<file path="src/rtl/decode_queue.sv">
`timescale 1ns/1ps
// decode_queue: assembles a 1/2-byte instruction stream into decoded entries
// and buffers them in a small FIFO whose head is presented on registered outputs.
module decode_queue #(
    parameter int unsigned QDEPTH      = 2,
    parameter bit          SEXT_BRANCH = 1'b1
) (
    input  logic        clk,
    input  logic        rst_n,
    input  logic        flush,
    input  logic        in_valid,
    input  logic [7:0]  in_byte,
    output logic        in_ready,
    output logic        out_valid,
    input  logic        out_ready,
    output logic [7:0]  out_opcode,
    output logic [15:0] out_rhs,
    output logic [1:0]  out_len,
    output logic [3:0]  out_class,
    output logic [3:0]  count
);

    localparam int unsigned PW   = (QDEPTH > 1) ? $clog2(QDEPTH) : 1;
    localparam int unsigned MEMD = 1 << PW;
    localparam int unsigned CW   = 4;

    typedef struct packed {
        logic [7:0]  opcode;
        logic [15:0] rhs;
        logic [1:0]  len;
        logic [3:0]  cls;
    } entry_t;

    typedef enum logic {
        OPC = 1'b0,
        OPR = 1'b1
    } state_t;

    state_t          state_q, state_d;
    logic [7:0]      opc_q, opc_d;
    logic [PW-1:0]   rd_ptr_q, rd_ptr_d;
    logic [PW-1:0]   wr_ptr_q, wr_ptr_d;
    logic [CW-1:0]   count_q, count_d;
    logic            valid_q, valid_d;
    entry_t          head_q, head_d;
    entry_t          mem_q [MEMD];

    logic            pop;
    logic            push;
    logic            accept;
    entry_t          new_entry;
    logic [3:0]      opr_cls;

    // Opcode to class code map; anything unlisted is ILLEGAL.
    function automatic logic [3:0] class_of(input logic [7:0] op);
        logic [3:0] c;
        if (op == 8'h00)                          c = 4'd0;
        else if (op == 8'h01)                     c = 4'd1;
        else if (op >= 8'h03 && op <= 8'h06)      c = 4'd2;
        else if (op == 8'h07)                     c = 4'd3;
        else if (op == 8'h08)                     c = 4'd4;
        else if (op == 8'h0A)                     c = 4'd5;
        else if (op >= 8'h80 && op <= 8'h87)      c = 4'd6;
        else if (op >= 8'h90 && op <= 8'h97)      c = 4'd7;
        else if ((op >= 8'h88 && op <= 8'h8F) ||
                 (op >= 8'h98 && op <= 8'hB7))    c = 4'd8;
        else if (op >= 8'hC0 && op <= 8'hC7)      c = 4'd9;
        else if (op >= 8'hD0 && op <= 8'hD7)      c = 4'd10;
        else if (op >= 8'hF0 && op <= 8'hF7)      c = 4'd11;
        else                                      c = 4'd15;
        return c;
    endfunction

    // Pointer increment with explicit wrap so non-power-of-two storage never aliases.
    function automatic logic [PW-1:0] ptr_inc(input logic [PW-1:0] p);
        return (p == PW'(QDEPTH - 1)) ? '0 : PW'(p + 1'b1);
    endfunction

    assign out_valid  = valid_q;
    assign out_opcode = head_q.opcode;
    assign out_rhs    = head_q.rhs;
    assign out_len    = head_q.len;
    assign out_class  = head_q.cls;
    assign count      = count_q;

    // Handshake, assembler next-state, queue bookkeeping and next head entry.
    always_comb begin
        pop       = valid_q && out_ready && !flush;
        in_ready  = rst_n && !flush && ((count_q < CW'(QDEPTH)) || pop);
        accept    = in_valid && in_ready;
        state_d   = state_q;
        opc_d     = opc_q;
        push      = 1'b0;
        new_entry = '0;
        opr_cls   = class_of(opc_q);

        case (state_q)
            OPC: begin
                if (accept) begin
                    if (!in_byte[7]) begin
                        push             = 1'b1;
                        new_entry.opcode = in_byte;
                        new_entry.rhs    = 16'h0000;
                        new_entry.len    = 2'd1;
                        new_entry.cls    = class_of(in_byte);
                    end else begin
                        opc_d   = in_byte;
                        state_d = OPR;
                    end
                end
            end
            OPR: begin
                if (accept) begin
                    push             = 1'b1;
                    new_entry.opcode = opc_q;
                    new_entry.len    = 2'd2;
                    new_entry.cls    = opr_cls;
                    if (opr_cls == 4'd9 || opr_cls == 4'd10) begin
                        new_entry.rhs = {(SEXT_BRANCH ? {5{opc_q[2]}} : 5'b0),
                                         opc_q[2:0], in_byte};
                    end else begin
                        new_entry.rhs = {8'h00, in_byte};
                    end
                    state_d = OPC;
                end
            end
            default: state_d = OPC;
        endcase

        rd_ptr_d = pop  ? ptr_inc(rd_ptr_q) : rd_ptr_q;
        wr_ptr_d = push ? ptr_inc(wr_ptr_q) : wr_ptr_q;
        count_d  = count_q + CW'(push) - CW'(pop);
        valid_d  = (count_d != '0);

        // New head: empty, the entry being pushed into an otherwise empty queue,
        // or an entry already resident in storage.
        if (count_d == '0) begin
            head_d = '0;
        end else if ((count_q - CW'(pop)) == '0) begin
            head_d = new_entry;
        end else begin
            head_d = mem_q[rd_ptr_d];
        end

        if (flush) begin
            state_d  = OPC;
            opc_d    = '0;
            rd_ptr_d = '0;
            wr_ptr_d = '0;
            count_d  = '0;
            valid_d  = 1'b0;
            head_d   = '0;
        end
    end

    // State, pointer, head and storage registers.
    always_ff @(posedge clk or negedge rst_n) begin
        if (!rst_n) begin
            state_q  <= OPC;
            opc_q    <= '0;
            rd_ptr_q <= '0;
            wr_ptr_q <= '0;
            count_q  <= '0;
            valid_q  <= 1'b0;
            head_q   <= '0;
            for (int unsigned i = 0; i < MEMD; i++) begin
                mem_q[i] <= '0;
            end
        end else begin
            state_q  <= state_d;
            opc_q    <= opc_d;
            rd_ptr_q <= rd_ptr_d;
            wr_ptr_q <= wr_ptr_d;
            count_q  <= count_d;
            valid_q  <= valid_d;
            head_q   <= head_d;
            if (push) begin
                mem_q[wr_ptr_q] <= new_entry;
            end
        end
    end

endmodule

</file>
<file path="config.mk">
export PLATFORM = sky130hd
export DESIGN_NAME = decode_queue
export DESIGN_NICKNAME = d
export VERILOG_FILES = /design/src/rtl/decode_queue.sv
export SDC_FILE = /design/constraint.sdc
export NUM_CORES = 1
export LEC_CHECK = 0
export CAP_MARGIN = 10
export CORE_UTILIZATION = 45
export CTS_BUF_LIST = sky130_fd_sc_hd__clkbuf_4 sky130_fd_sc_hd__clkbuf_8
export DETAILED_ROUTE_END_ITERATION = 10
export DONT_BUFFER_PORTS = 1
export PLACE_DENSITY_LB_ADDON = 0.3
export RECOVER_POWER = 50
export SLEW_MARGIN = 20
export SYNTH_ARGS = -nofsm -noshare
export SYNTH_HDL_FRONTEND = slang
export SYNTH_SLANG_ARGS = --single-unit
</file>
<file path="constraint.sdc">
create_clock -name clk -period 2.8 [get_ports clk]
set_input_delay 0.42 -clock clk [delete_from_list [all_inputs] [get_ports clk]]
set_output_delay 0.42 -clock clk [all_outputs]
set_load 0.005 [all_outputs]
</file>
### Word-level counts from Yosys, hierarchy flattened

Cells that the tools add are included.

| word-level totals | value |
|---|---|
| word-level logic and storage cells | 168 |
| output and inout port bits | 36 |
| bits in registers | 106 |
| input bits | 13 |

| operators by class | value |
|---|---|
| reduce and logical (&&, ||, !) cells | 36 |
| muxes and demuxes | 59 |
| bitwise gates (word level) | 3 |
| $lt $le $gt $ge | 36 |
| add/subtract/negate cells | 5 |
| eq/ne operators | 11 |

Operator list:

| operator | count |
|---|---|
| two-way mux 30 bit | 8 |
| >= comparator 8 bit (second input constant) | 14 |
| less-or-equal comparator 8 bit (second input constant) | 14 |
| two-way mux 4 bit | 17 |
| bitwise mux 60 bit | 1 |
| case mux 30 bit (2 select lines) | 1 |
| two-way mux 29 bit | 2 |
| equality test 8 x 4 -> 1 bit (second input constant) | 4 |
| two-way mux 8 bit | 4 |
| demux 30 bit (select 1 bit) | 1 |
| two-way mux 3 bit | 8 |
| logical AND 1 bit | 22 |
| equality test 8 x 1 -> 1 bit (second input constant) | 2 |
| equality test 8 x 3 -> 1 bit (second input constant) | 2 |
| >= comparator 8 x 2 -> 1 bit (second input constant) | 2 |
| less-or-equal comparator 8 x 3 -> 1 bit (second input constant) | 2 |
| logical NOT 8 bit | 2 |
| two-way mux 16 bit | 1 |
| two-way mux 1 bit | 14 |
| equality test 4 bit (second input constant) | 2 |
| logical NOT 4 bit | 2 |
| subtractor 4 x 1 -> 4 bit | 2 |
| nonzero test 2 bit | 3 |
| adder 4 x 1 -> 4 bit | 1 |
| 12 further kinds | 19 |

### Depth between registers and ports, before layout

| logic depth | value |
|---|---|
| depth after elaboration | 22 |
| mapped depth | 14 |

### Worst setup path before layout

Ideal clock, no wire load.

| timing path | value |
|---|---|
| path type | reg2reg |
| start point | register count_q[2], in the netlist count[2] |
| end point | register head_q, in the netlist out_rhs[13] |
| data arrival time | 3.005 ns |
| setup slack | -0.306 ns |
| required time | 2.699 ns |
| setup time | 0.101 ns |
| buffers on the path | 0 |
| stages on the path, launching flop included | 15 |
| cell sequence | dfrtp_1 > inv_1 > ha_1 > nor2b_1 > o2111ai_1 > ha_1 > inv_1 > ha_1 > fa_1 > xor2_1 > nor4b_1 > a211o_1 > inv_1 > nand2_1 > o32ai_1 |

| on the way | value |
|---|---|
| word-level cells in the longest chain between the ends | 11 |
| elaborated cells on any way between the ends | 18 |
| those cells by class | add/sub (3); order compare (1); mux (9); reduce/logical (5) |

RTL lines:

| item | RTL line | RTL |
|---|---|---|
| from (decl) | 43 | `logic [CW-1:0] count_q, count_d;` |
| from (signal assigned) | 174 | `count_q <= count_d;` |
| < comparator 4 x 2 -> 1 bit | 89 | `in_ready = rst_n && !flush && ((count_q < CW'(QDEPTH)) \|\| pop);` |
| logical OR 1 bit | 89 |  |
| logical AND 1 bit | 89 |  |
| logical AND 1 bit | 90 | `accept = in_valid && in_ready;` |
| two-way mux 1 bit, on equally long branches | 113, 99 |  |
| case mux 1 bit (2 select lines) | 97 | `case (state_q)` |
| adder 4 x 1 -> 4 bit | 132 | `count_d = count_q + CW'(push) - CW'(pop);` |
| subtractor 4 x 1 -> 4 bit | 132 |  |
| logical NOT 4 bit | 137 | `if (count_d == '0) begin` |
| two-way mux 30 bit (*) | 137 |  |
| two-way mux 30 bit (*) | 145 | `if (flush) begin` |
| to (signal assigned) | 165 | `head_q <= '0;` |
| to (signal assigned) | 176 | `head_q <= head_d;` |
| to (decl) | 45 | `entry_t head_q, head_d;` |

Mark *: on every way between the ends. The rest lies on a longest branch, timed or not.
A chain may end at the register's enable or synchronous reset.

### Final worst setup path

Ends and elaborated chain as after synthesis.

==> metrics.txt <==
sum of overflow across all layers after global routing 0; htree depth 3; Core ar. around 10000 um^2; Skew-Pair Late Insertion Delay 0.36 ns; maximum number of pins on one net before global-route repair 93; startpoint kind of the worst setup timing path flip-flop; post-synthesis cell type count 55; asr flop ratio synth 1.00; area share of the leading cell type in the synthesized netlist 0.501; master cell of the clock root buffer clkbuf_8; CP arrival 3.23 ns; worst hold-check path type input pin to async pin; Placer Congestion just over 0.9; starting density of the core 0.465; summed instance area of the synthesized netlist 4540 um^2; total wire length 10600 um; global router's overall resource usage 0.218; antenna viol nets, final 0; critical path endpoint category flip-flop; number of warnings issued by yosys 0; Synth Net Count 460; area added between synthesis and finish 12.5%; chip width slightly above 100 um; number of remaining DRC errors 0; standard-cell row count 36; total setup violations reported at the end of the flow 25; Avg Cell Area, Syn 10.4 um^2; Final Power 0.00408 W; Worst Clk Skew about 0.011 ns; clock tree sinks 91; CTS buffer count 9; buffer and inverter count on the worst path 3; DRT iter0 DRCs 172; Max IR drop VDD 407 uV; layout net count 455; most frequent standard cell in the layout excluding fill and tap cells dfrtp_1; Die Height 102 um; buffers added on ports 0; slew at the pin closest to its max-slew limit 0.760 ns; layout cells sized above 1 0.196; Routed wire per std cell between 15 and 20 um; leakage power figure 2.23 nW; post-layout worst setup margin -0.156 ns; Yosys top cell by area dfrtp_1; Rel. slew slack 0.494; vias in the first global route 3369; number of top-level pins 49; number of antenna violations at the first check in global routing 0; vias roughly 3300; final critical-path share of the clock period 1.06; global-route wire length before repair 17400 um; fraction of the yosys area taken by sequential cells 0.501; full die area 10500 um^2; detailed-routing iteration count for the pre-antenna-repair pass 5; fmax 338 MHz; worst endpoint required time approximately 3 ns; clock transition at the registers of the reported paths 0.10 ns; Clock Tree Buf Depth 2; RSZ-0062 raised after global routing yes; top area cells in the synthesized netlist dfrtp_1, a211oi_1, a32o_1, mux2i_1, nand2_1; delay of the slowest critical-path stage roughly 0.57 ns; top library cells by usage in the layout, fill and taps aside dfrtp_1, nand2_1, o21ai_0, buf_4, a211oi_1; Power Density 798 nW/um^2; crit-path cells inv_2 > ha_1 > nor2b_4 > o2111ai_2 > ha_1 > inv_2 > ha_4 > fa_2 > nor3b_2 > o2111a_1 > a211o_4 > inv_4 > nand2_4 > o32ai_2; slowest library cell on the worst path fa_2; placed wire-length estimate after detailed placement between 6000 and 7000 um; Post-Synthesis Cells 438; CP Class flip-flop to flip-flop; Slew Viols, Final 0; dominant register cell in the synthesized netlist dfrtp_1; violated checks hold timing, setup timing; # diodes 0; endpoints failing hold 91; kind of cell adding the most delay to the critical path adder cells; worst hold slack -0.255 ns; Critical Path Fanout Max 3; max capacitance violation total 0; vias per std cell just under 6; status complete, but fails checks; CTS tree yes; register bit total from synthesis 91; number of flops mapped to enable cells by yosys 0; minimum clock period 2.96 ns
==> power by group <==
part / total, W / leakage, nW / switching [W] / internal, W
Combinational: 0.00157 / 0.883 / 0.000909 / 0.000658
Sequential: 0.00157 / 1.25 / 0.000106 / 0.00147
Clock: 0.000937 / 0.0984 / 0.000503 / 0.000434
Total: 0.00408 / 2.23 / 0.00152 / 0.00256
==> final timing paths <==
check,cells past startpoint,to,from,slack (ns)
setup reg to reg,14,out_rhs[13],count[2],-0.16
hold reg to reg,2,mem_q[29],mem_q[29],0.48
setup / recovery,14,out_rhs[13],count[2],-0.16
hold / removal,0,mem_q[15],rst_n,-0.26
max in group asynchronous,0,opc_q[4],rst_n,2.90
min in group clk,1,wr_ptr_q,flush,0.11
==> Yosys cell counts, types with 2 or more instances <==
library cell,instances
dfrtp_1,91
a21oi_1,17
buf_1,4
buf_2,6
o21ai_0,29
nand2_1,42
mux2i_1,16
ha_1,8
o32ai_1,3
buf_4,8
nand3b_1,3
o211ai_1,2
a31oi_1,2
nor2b_1,21
or4_1,2
a22o_1,2
or2_2,2
o31ai_1,6
inv_1,16
nor2_1,17
nand2b_1,5
clkbuf_1,23
xor2_1,3
a22oi_1,9
o2111a_1,2
o31a_1,2
nor3_1,3
a211o_1,4
a32o_1,16
a211oi_1,37
and2_1,4
and3_1,2
or3_1,2
or2b_1,2
nand4b_1,2
mux2_2,6
==> worst reg2reg max path, stage by stage, from the launching register on <==
cell	delay, ns
dfrtp_1	0.40
inv_2	0.07
ha_1	0.14
nor2b_4	0.14
o2111ai_2	0.14
ha_1	0.31
inv_2	0.04
ha_4	0.15
fa_2	0.57
nor3b_2	0.05
o2111a_1	0.13
a211o_4	0.32
inv_4	0.09
nand2_4	0.06
o32ai_2	0.24
==> state kept, by name, indices dropped and copies added, names as in the netlist <==
name / flops
mem_q: 50
out_rhs: 11
opc_q: 8
out_opcode: 8
count: 4
out_class: 4
out_len: 2
out_valid: 1
rd_ptr_q: 1
state_q: 1
wr_ptr_q: 1
==> logic make-up after synthesis <==
kind of cell / after synthesis / share of synthesized area
flip-flops: 91 / 0.501
AO/OA/AOI/OAI: 142 / 0.230
AND/OR/NAND/NOR: 112 / 0.127
adder cells (fa/ha/maj): 9 / 0.0264
multiplexers: 22 / 0.0501
XOR/XNOR: 4 / 0.00771
buffers and inverters: 58 / 0.0579
==> through the flow <==
stage	instance area [um^2]	setup slack [ns]	instances	utilization	TNS, ns
floorplan	4560	-0.0901	438	-	-0.891
global placement	4720	-0.124	550	0.483	-1.64
detailed placement	4720	-0.208	550	0.483	-3.44
CTS	5060	-0.145	570	0.518	-2.38
global route	5110	-0.301	571	0.523	-6.34
finish	5110	-0.156	571	0.523	-2.36
==> final cells by class <==
class                      count  area (um^2)
fill                         892         4660
sequential                    91         2280
multi-input combinational    289         2190
timing repair buffer          26          211
tap                          133          166
clock buffer                  10          131
clock inverter                 6         73.8
inverter                      16         62.6
==> layer usage <==
layer  global-route usage  routed length, um  share of wire
met3               0.0410                419          0.039
met5                    0                  0              0
met1                0.297               4770           0.45
met4               0.0670                186          0.018
met2                0.353               5240           0.49
==> what timing repair did <==
item | CTS | global route
endpoints found under the setup margin | 26 | 26
buffers inserted | 4 | 1
pin swaps | 7 | 0
endpoints found under the hold margin | 91 | 91
gates resized for setup | 21 | 8
Note: power is estimated with default switching activity, not from simulation.
